### src/rtl/seg_pkg.sv
// Shared constants and helpers for the scrolling 7-segment driver.
// Segment patterns are active-low {g,f,e,d,c,b,a}.
package seg_pkg;

  localparam logic [6:0] SEG_BLANK = 7'h7F;
  localparam logic [6:0] SEG_A     = 7'b0001000;
  localparam logic [6:0] SEG_D     = 7'b0100001;
  localparam logic [6:0] SEG_V     = 7'b1100011;
  localparam logic [6:0] SEG_I     = 7'b1111011;
  localparam logic [6:0] SEG_X     = 7'b0001001;

  // Counter/index width that never collapses to zero bits.
  function automatic int seg_width(input int n);
    return (n < 2) ? 1 : $clog2(n);
  endfunction

endpackage

### src/rtl/seg_scroll_mux_if.sv
// Message-buffer write port for seg_scroll_mux.
// Handshake: wr_en is the valid qualifier; the buffer is always ready, so every edge with wr_en=1 completes one write.
interface seg_wr_if #(
  parameter int MSG_LEN = 16
);
  import seg_pkg::*;

  localparam int AW = seg_width(MSG_LEN);

  logic          wr_en;
  logic [AW-1:0] wr_addr;
  logic [6:0]    wr_data;

  modport master (output wr_en, output wr_addr, output wr_data);
  modport slave  (input  wr_en, input  wr_addr, input  wr_data);

endinterface

### src/rtl/seg_scroll_mux_tick_divider.sv
// Modulo-DIV counter with a one-cycle tick on its last count.
// clr wins over run and suppresses the tick of that cycle.
module tick_divider
  import seg_pkg::*;
#(
  parameter  int DIV = 4,
  localparam int CW  = seg_width(DIV)
) (
  input  logic          clk,
  input  logic          rst_n,
  input  logic          run,
  input  logic          clr,
  output logic [CW-1:0] count,
  output logic          tick
);

  localparam logic [CW-1:0] LAST = CW'(DIV - 1);

  logic [CW-1:0] count_d, count_q;

  assign tick  = run && !clr && (count_q == LAST);
  assign count = count_q;

  always_comb begin
    count_d = count_q;
    if (clr) begin
      count_d = '0;
    end else if (run) begin
      count_d = (count_q == LAST) ? '0 : count_q + 1'b1;
    end
  end

  always_ff @(posedge clk or negedge rst_n) begin
    if (!rst_n) count_q <= '0;
    else        count_q <= count_d;
  end

endmodule

### src/rtl/seg_scroll_mux.sv
// Scanning common-anode 7-segment driver with message buffer and scrolling window.
// Optional macro SEG_DIM_EN adds a 4-bit brightness input gating the anodes with a PWM.
module seg_scroll_mux
  import seg_pkg::*;
#(
  parameter int N_DIGITS   = 8,
  parameter int MSG_LEN    = 16,
  parameter int SCAN_DIV   = 100000,
  parameter int SCROLL_DIV = 50000000
) (
  input  logic                clk,
  input  logic                rst_n,
  input  logic                enable,
  input  logic                scroll_en,
  input  logic                scroll_rst,
`ifdef SEG_DIM_EN
  input  logic [3:0]          brightness,
`endif
  seg_wr_if.slave             wr,
  output logic [6:0]          segmentos,
  output logic [N_DIGITS-1:0] anodos,
  output logic                scroll_wrap
);

  localparam int AW = seg_width(MSG_LEN);
  localparam int DW = seg_width(N_DIGITS);
  localparam int SW = seg_width(SCAN_DIV);
  localparam int RW = seg_width(SCROLL_DIV);
  localparam logic [AW-1:0] MSG_LAST  = AW'(MSG_LEN - 1);
  localparam logic [AW:0]   MSG_LEN_X = (AW + 1)'(MSG_LEN);
  localparam logic [DW-1:0] DIG_LAST  = DW'(N_DIGITS - 1);

  generate
    if (MSG_LEN < N_DIGITS) begin : g_bad_len
      $error("seg_scroll_mux: MSG_LEN must be >= N_DIGITS");
    end
  endgenerate

  logic [SW-1:0]       scan_cnt;
  logic                scan_tick;
  logic [RW-1:0]       unused_scroll_cnt;
  logic                scroll_tick;
  logic [6:0]          msg_d [MSG_LEN];
  logic [6:0]          msg_q [MSG_LEN];
  logic [DW-1:0]       digit_idx_d, digit_idx_q;
  logic [AW-1:0]       offset_d, offset_q;
  logic                scroll_wrap_d, scroll_wrap_q;
  logic [N_DIGITS-1:0] anodos_d, anodos_q;
  logic [6:0]          segmentos_d, segmentos_q;
  logic [AW:0]         char_sum;
  logic [AW-1:0]       char_idx;
  logic                drive;

  tick_divider #(.DIV(SCAN_DIV)) u_scan_div (
    .clk   (clk),
    .rst_n (rst_n),
    .run   (enable),
    .clr   (!enable),
    .count (scan_cnt),
    .tick  (scan_tick)
  );

  tick_divider #(.DIV(SCROLL_DIV)) u_scroll_div (
    .clk   (clk),
    .rst_n (rst_n),
    .run   (enable && scroll_en),
    .clr   (scroll_rst),
    .count (unused_scroll_cnt),
    .tick  (scroll_tick)
  );

`ifdef SEG_DIM_EN
  logic [3:0] pwm_q;

  always_ff @(posedge clk or negedge rst_n) begin
    if (!rst_n) pwm_q <= 4'd0;
    else        pwm_q <= pwm_q + 4'd1;
  end

  assign drive = enable && (scan_cnt != '0) && (pwm_q < brightness);
`else
  assign drive = enable && (scan_cnt != '0);
`endif

  always_comb begin
    msg_d = msg_q;
    if (wr.wr_en && (wr.wr_addr <= MSG_LAST)) begin
      msg_d[wr.wr_addr] = wr.wr_data;
    end

    digit_idx_d = digit_idx_q;
    if (!enable) begin
      digit_idx_d = '0;
    end else if (scan_tick) begin
      digit_idx_d = (digit_idx_q == DIG_LAST) ? '0 : digit_idx_q + 1'b1;
    end

    offset_d      = offset_q;
    scroll_wrap_d = 1'b0;
    if (scroll_rst) begin
      offset_d = '0;
    end else if (scroll_tick) begin
      offset_d      = (offset_q == MSG_LAST) ? '0 : offset_q + 1'b1;
      scroll_wrap_d = (offset_q == MSG_LAST);
    end

    // offset + digit never exceeds 2*MSG_LEN-2, so one subtract is a full modulo.
    char_sum = {1'b0, offset_q} + (AW + 1)'(digit_idx_q);
    if (char_sum >= MSG_LEN_X) char_sum = char_sum - MSG_LEN_X;
    char_idx = char_sum[AW-1:0];

    anodos_d    = '1;
    segmentos_d = SEG_BLANK;
    if (drive) begin
      for (int i = 0; i < N_DIGITS; i++) begin
        if (DW'(i) == digit_idx_q) anodos_d[N_DIGITS-1-i] = 1'b0;
      end
      segmentos_d = msg_q[char_idx];
    end
  end

  always_ff @(posedge clk or negedge rst_n) begin
    if (!rst_n) begin
      for (int i = 0; i < MSG_LEN; i++) msg_q[i] <= SEG_BLANK;
      digit_idx_q   <= '0;
      offset_q      <= '0;
      scroll_wrap_q <= 1'b0;
      anodos_q      <= '1;
      segmentos_q   <= SEG_BLANK;
    end else begin
      msg_q         <= msg_d;
      digit_idx_q   <= digit_idx_d;
      offset_q      <= offset_d;
      scroll_wrap_q <= scroll_wrap_d;
      anodos_q      <= anodos_d;
      segmentos_q   <= segmentos_d;
    end
  end

  assign anodos      = anodos_q;
  assign segmentos   = segmentos_q;
  assign scroll_wrap = scroll_wrap_q;

endmodule

### src/flat_wrapper.sv
// flat-port wrapper written by rule: the top's interface ports become plain ports
module seg_scroll_mux_flat import seg_pkg::*;
#(
  parameter int N_DIGITS   = 8,
  parameter int MSG_LEN    = 16,
  parameter int SCAN_DIV   = 100000,
  parameter int SCROLL_DIV = 50000000
)
  (clk, rst_n, enable, scroll_en, scroll_rst, segmentos, anodos, scroll_wrap, wr_wr_en, wr_wr_addr, wr_wr_data);
  seg_wr_if #(.MSG_LEN(MSG_LEN)) wr_i ();
  input  logic clk;
  input  logic rst_n;
  input  logic enable;
  input  logic scroll_en;
  input  logic scroll_rst;
  output logic [6:0] segmentos;
  output logic [N_DIGITS-1:0] anodos;
  output logic scroll_wrap;
  input wire logic [$bits(wr_i.wr_en)-1:0] wr_wr_en;
  input wire logic [$bits(wr_i.wr_addr)-1:0] wr_wr_addr;
  input wire logic [$bits(wr_i.wr_data)-1:0] wr_wr_data;
  assign wr_i.wr_en = wr_wr_en;
  assign wr_i.wr_addr = wr_wr_addr;
  assign wr_i.wr_data = wr_wr_data;
  seg_scroll_mux #(.N_DIGITS(N_DIGITS), .MSG_LEN(MSG_LEN), .SCAN_DIV(SCAN_DIV), .SCROLL_DIV(SCROLL_DIV)) u_core (.clk(clk), .rst_n(rst_n), .enable(enable), .scroll_en(scroll_en), .scroll_rst(scroll_rst), .wr(wr_i), .segmentos(segmentos), .anodos(anodos), .scroll_wrap(scroll_wrap));
endmodule
### config.mk
export PLATFORM = sky130hd
export DESIGN_NAME = seg_scroll_mux_flat
export DESIGN_NICKNAME = d
export VERILOG_FILES = /design/src/rtl/seg_pkg.sv /design/src/rtl/seg_scroll_mux_if.sv /design/src/rtl/seg_scroll_mux_tick_divider.sv /design/src/rtl/seg_scroll_mux.sv /design/src/flat_wrapper.sv
export SDC_FILE = /design/constraint.sdc
export NUM_CORES = 1
export LEC_CHECK = 0
export CAP_MARGIN = 40
export CELL_PAD_IN_SITES_DETAIL_PLACEMENT = 1
export CELL_PAD_IN_SITES_GLOBAL_PLACEMENT = 1
export CORE_AREA = 2 2 119 179
export CTS_CLUSTER_DIAMETER = 60
export DETAILED_ROUTE_END_ITERATION = 8
export DIE_AREA = 0 0 121 181
export HOLD_SLACK_MARGIN = 0.15
export PLACE_DENSITY = 0.77
export SYNTH_ARGS = -nofsm -noshare
export SYNTH_HDL_FRONTEND = slang
export SYNTH_HIERARCHICAL = 1
export SYNTH_SLANG_ARGS = --single-unit
### constraint.sdc
create_clock -name clk -period 2.3 [get_ports clk]
set_input_delay 0.46 -clock clk [delete_from_list [all_inputs] [get_ports clk]]
set_output_delay 0.46 -clock clk [all_outputs]
set_load 0.02 [all_outputs]
==> impl_metrics.toml <==
[floorplanning]
core.rowCount = 64
initial_core_util_pct = 44.6
core_area_sq_mm = 0.0203
io_pins = 33
die_h_um = 181
dieArea_sq_mm = 0.0219
die-width_um = 121

[sta]
hold_viol_final = 0
rsz0062_at_grt = "true"
final_max_slew_viol_count = 0
final.period_utilization_pct = 104
setup_ws_ns = -0.0879
relSlewSlack_pct = 60.0
timing.setup.tns_ns = -0.327
setup_violations = 6
tightest_slew_ns = 0.598
fin_crit_ns = 2.39
final.setup_skew_ns = 0.0107
holdWs_ns = 0.562
fmax_mhz = 419

[pwr]
p_sw_mw = 2.00
pwr-share-clk_pct = 33.5
internal_power_mw = 5.98
powerDensity_mw_per_mm2 = 741
power.share.switching_pct = 25.1
leakagePower_nw = 4.14
total_power_mw = 7.98
seq_power_share_pct = 53.1
ir_worst_vdd_uv = 557
power_frac_comb_pct = 13.4

[worst_setup_path]
arrival_ns = 2.73
r2r_cells = 7
path_max_fanout = 8
max_stage_delay_ns = 0.60
r2r_slack_ns = -0.09
cp.required_ns = 2.64
cp-end-kind = "flop"
crit_family = "adder cells"
crit_top_cell = "buf_12"
worstPathCellList = "ha_2, fa_2, buf_12, buf_12, mux4_2, mux2i_1, a22oi_1"
critPathSlowestCell = "fa_2"
start_kind = "flop"
path_class = "reg -> reg"
cp.buffers_inverters = 2
r2r-end = "u_core/segmentos[6]"
r2r_start = "u_core/digit_idx_q[0]"

[synth]
yosys_warnings = 6
synth-edff-count = 0
synth.top_cell.area_share_pct = 37.0
synth_most_common_cell = "dfstp_2"
synthCells = 713
synthFlopType = "dfstp_2"
synth_nets = 743
synthDistinctLibCells = 65
ys_async_sr_fraction_pct = 100
synth_common_cells = "dfstp_2 (127), mux2_2 (105), dfrtp_1 (51)"
synth_top_area_cell = "dfstp_2"
ys_ff_latch = 178
seq_area_frac_synth_pct = 51.1
syn_area_sq_mm = 0.00903
avgSynthCellArea_sq_um = 12.7
synth_area_leaders = "dfstp_2 (37%), dfrtp_1 (14%), mux2_2 (13%)"

[global_route]
grt_pass1_wl_um = 39400
grtUsageTotal_pct = 23.3
antenna_found_initial = 0
overflow = 0
grt_max_degree = 56
grt_pass1_vias = 7062

[finish]
final_layout_size_suffix_gt1_share_pct = 48.0
nets = 826
areaGrowthSynthToFinish_pct = 19.3
n_fill_cell = 2048
fin_util_pct = 53.2
diodes = 0

[clock_network]
cts_tree = "done"
cts.path.max_buffers = 2
cts-root-buf = "clkbuf_16"
clkLatencyLatePin_ns = 0.44
clkSinkCount = 178
clk_pin_slew_worst_paths_ns = 0.07
htree_num_levels = 4
cts_buffers = 17

[outcome]
outcome = "complete, but fails checks"
violations = "setup timing"

[detailed_routing]
drtPass1Iterations = 5
route.detailed.drc = 0
vias = 6363
wl_per_cell_um = 22.7
routed_via_density = 5.93
antenna_left = 0
wl_um = 24400
drtIter0Drc = 372

[place]
gp_congestion = 0.814
portBuffers = 32
post-place-ws_ns = -0.0826
hpwl_um = 15800

[flow_run]
cap_violations = 0

[min_path]
hp-class = "in -> async"
## repair_timing
action | in CTS | in global routing
gates resized for setup | 6 | 6
endpoints found under the setup margin | 8 | 18
pin swaps | 2 | 10
buffers inserted | 7 | 7
cloned | 2 | 0
endpoints found under the hold margin | 22 | 0
hold buffers | 1 | 0
## power by group through the flow
stage,Clock [mW],Combinational (mW),Sequential (mW)
final,2.67,1.07,4.24
after floorplan,0,0.716,4.15
after global placement,0,0.973,4.19
after CTS,2.74,1.07,4.22
after detailed placement,0,1.05,4.25
after global routing,2.86,1.15,4.29
## layout make-up
type,instances,area (sq um),share of cell area (%)
clock inverter,11,77.6,0.720
clock buffer,21,450,4.18
inverter,14,52.6,0.488
multi-input combinational,481,4220,39.2
tap,264,330,3.07
sequential,178,4610,42.8
timing repair buffer,104,1030,9.52
## state kept, by name, indices dropped and copies added (netlist names)
name and cells:
u_core/segmentos 7, u_core/msg_q 112, u_core/scroll_wrap 1, u_core/offset_q 4, u_core/u_scroll_div/count 26, u_core/u_scan_div/count 17
u_core/digit_idx_q 3, u_core/anodos 8
## stage by stage
step	instances	instance area, sq um
2_1_floorplan	713	9040
3_3_place_gp	1025	9990
3_5_place_dp	1025	9990
4_1_cts	1067	10700
5_1_grt	1073	10800
6_report	1073	10800
## how the worst max path moves through the flow
| stage | from | to | slack [ns] | depth (start not counted) |
|---|---|---|---|---|
| finish | u_core/digit_idx_q[0] | u_core/segmentos[6] | -0.09 | 7 |
| global route | u_core/digit_idx_q[0] | u_core/segmentos[6] | -0.16 | 7 |
| CTS | u_core/digit_idx_q[0] | u_core/segmentos[0] | -0.10 | 6 |
| detailed placement | u_core/offset_q[0] | u_core/segmentos[0] | -0.08 | 6 |
| global placement | u_core/digit_idx_q[0] | u_core/segmentos[6] | 0.02 | 6 |
| floorplan | u_core/u_scroll_div/count[10] | u_core/offset_q[0] | 0.01 | 9 |
## cell usage in the layout, fill, tap and decap left out, drive strengths merged, types with 12 or more instances in the layout
cell type,count
dfrtp,51
a22oi,13
clkdlybuf4s50,31
mux4,28
nand2,40
a21oi,19
ha,12
inv,19
mux2,112
nand2b,13
o21ai,20
nand4,16
clkbuf,21
mux2i,18
dfstp,127
nand3,22
nor2,41
buf,72
## logic make-up after synthesis
group	share of synthesized area, %
multiplexers	23.0
adder cells (fa/ha/maj)	1.89
flip-flops	51.1
AND/OR/NAND/NOR	13.6
buffers and inverters	2.70
AO/OA/AOI/OAI	7.06
XOR/XNOR	0.679
## worst reg2reg max path, stage by stage (launching register included)
cell     delay, ns
dfrtp_1       0.40
ha_2          0.20
fa_2          0.60
buf_12        0.17
buf_12        0.13
mux4_2        0.49
mux2i_1       0.16
a22oi_1       0.13
## metal layers
| metal | share of wire, % | wire (um) | vias to the layer above | track usage, % |
|---|---|---|---|---|
| met5 | 0 | 0 | - | 0 |
| met4 | 1.5 | 367 | 0 | 6.70 |
| met3 | 3.0 | 737 | 28 | 4.14 |
| met2 | 56 | 13500 | 109 | 42.9 |
| met1 | 40 | 9710 | 3392 | 27.5 |
| li1 | - | - | 2834 | - |
Power figures use the tool's default switching activity.
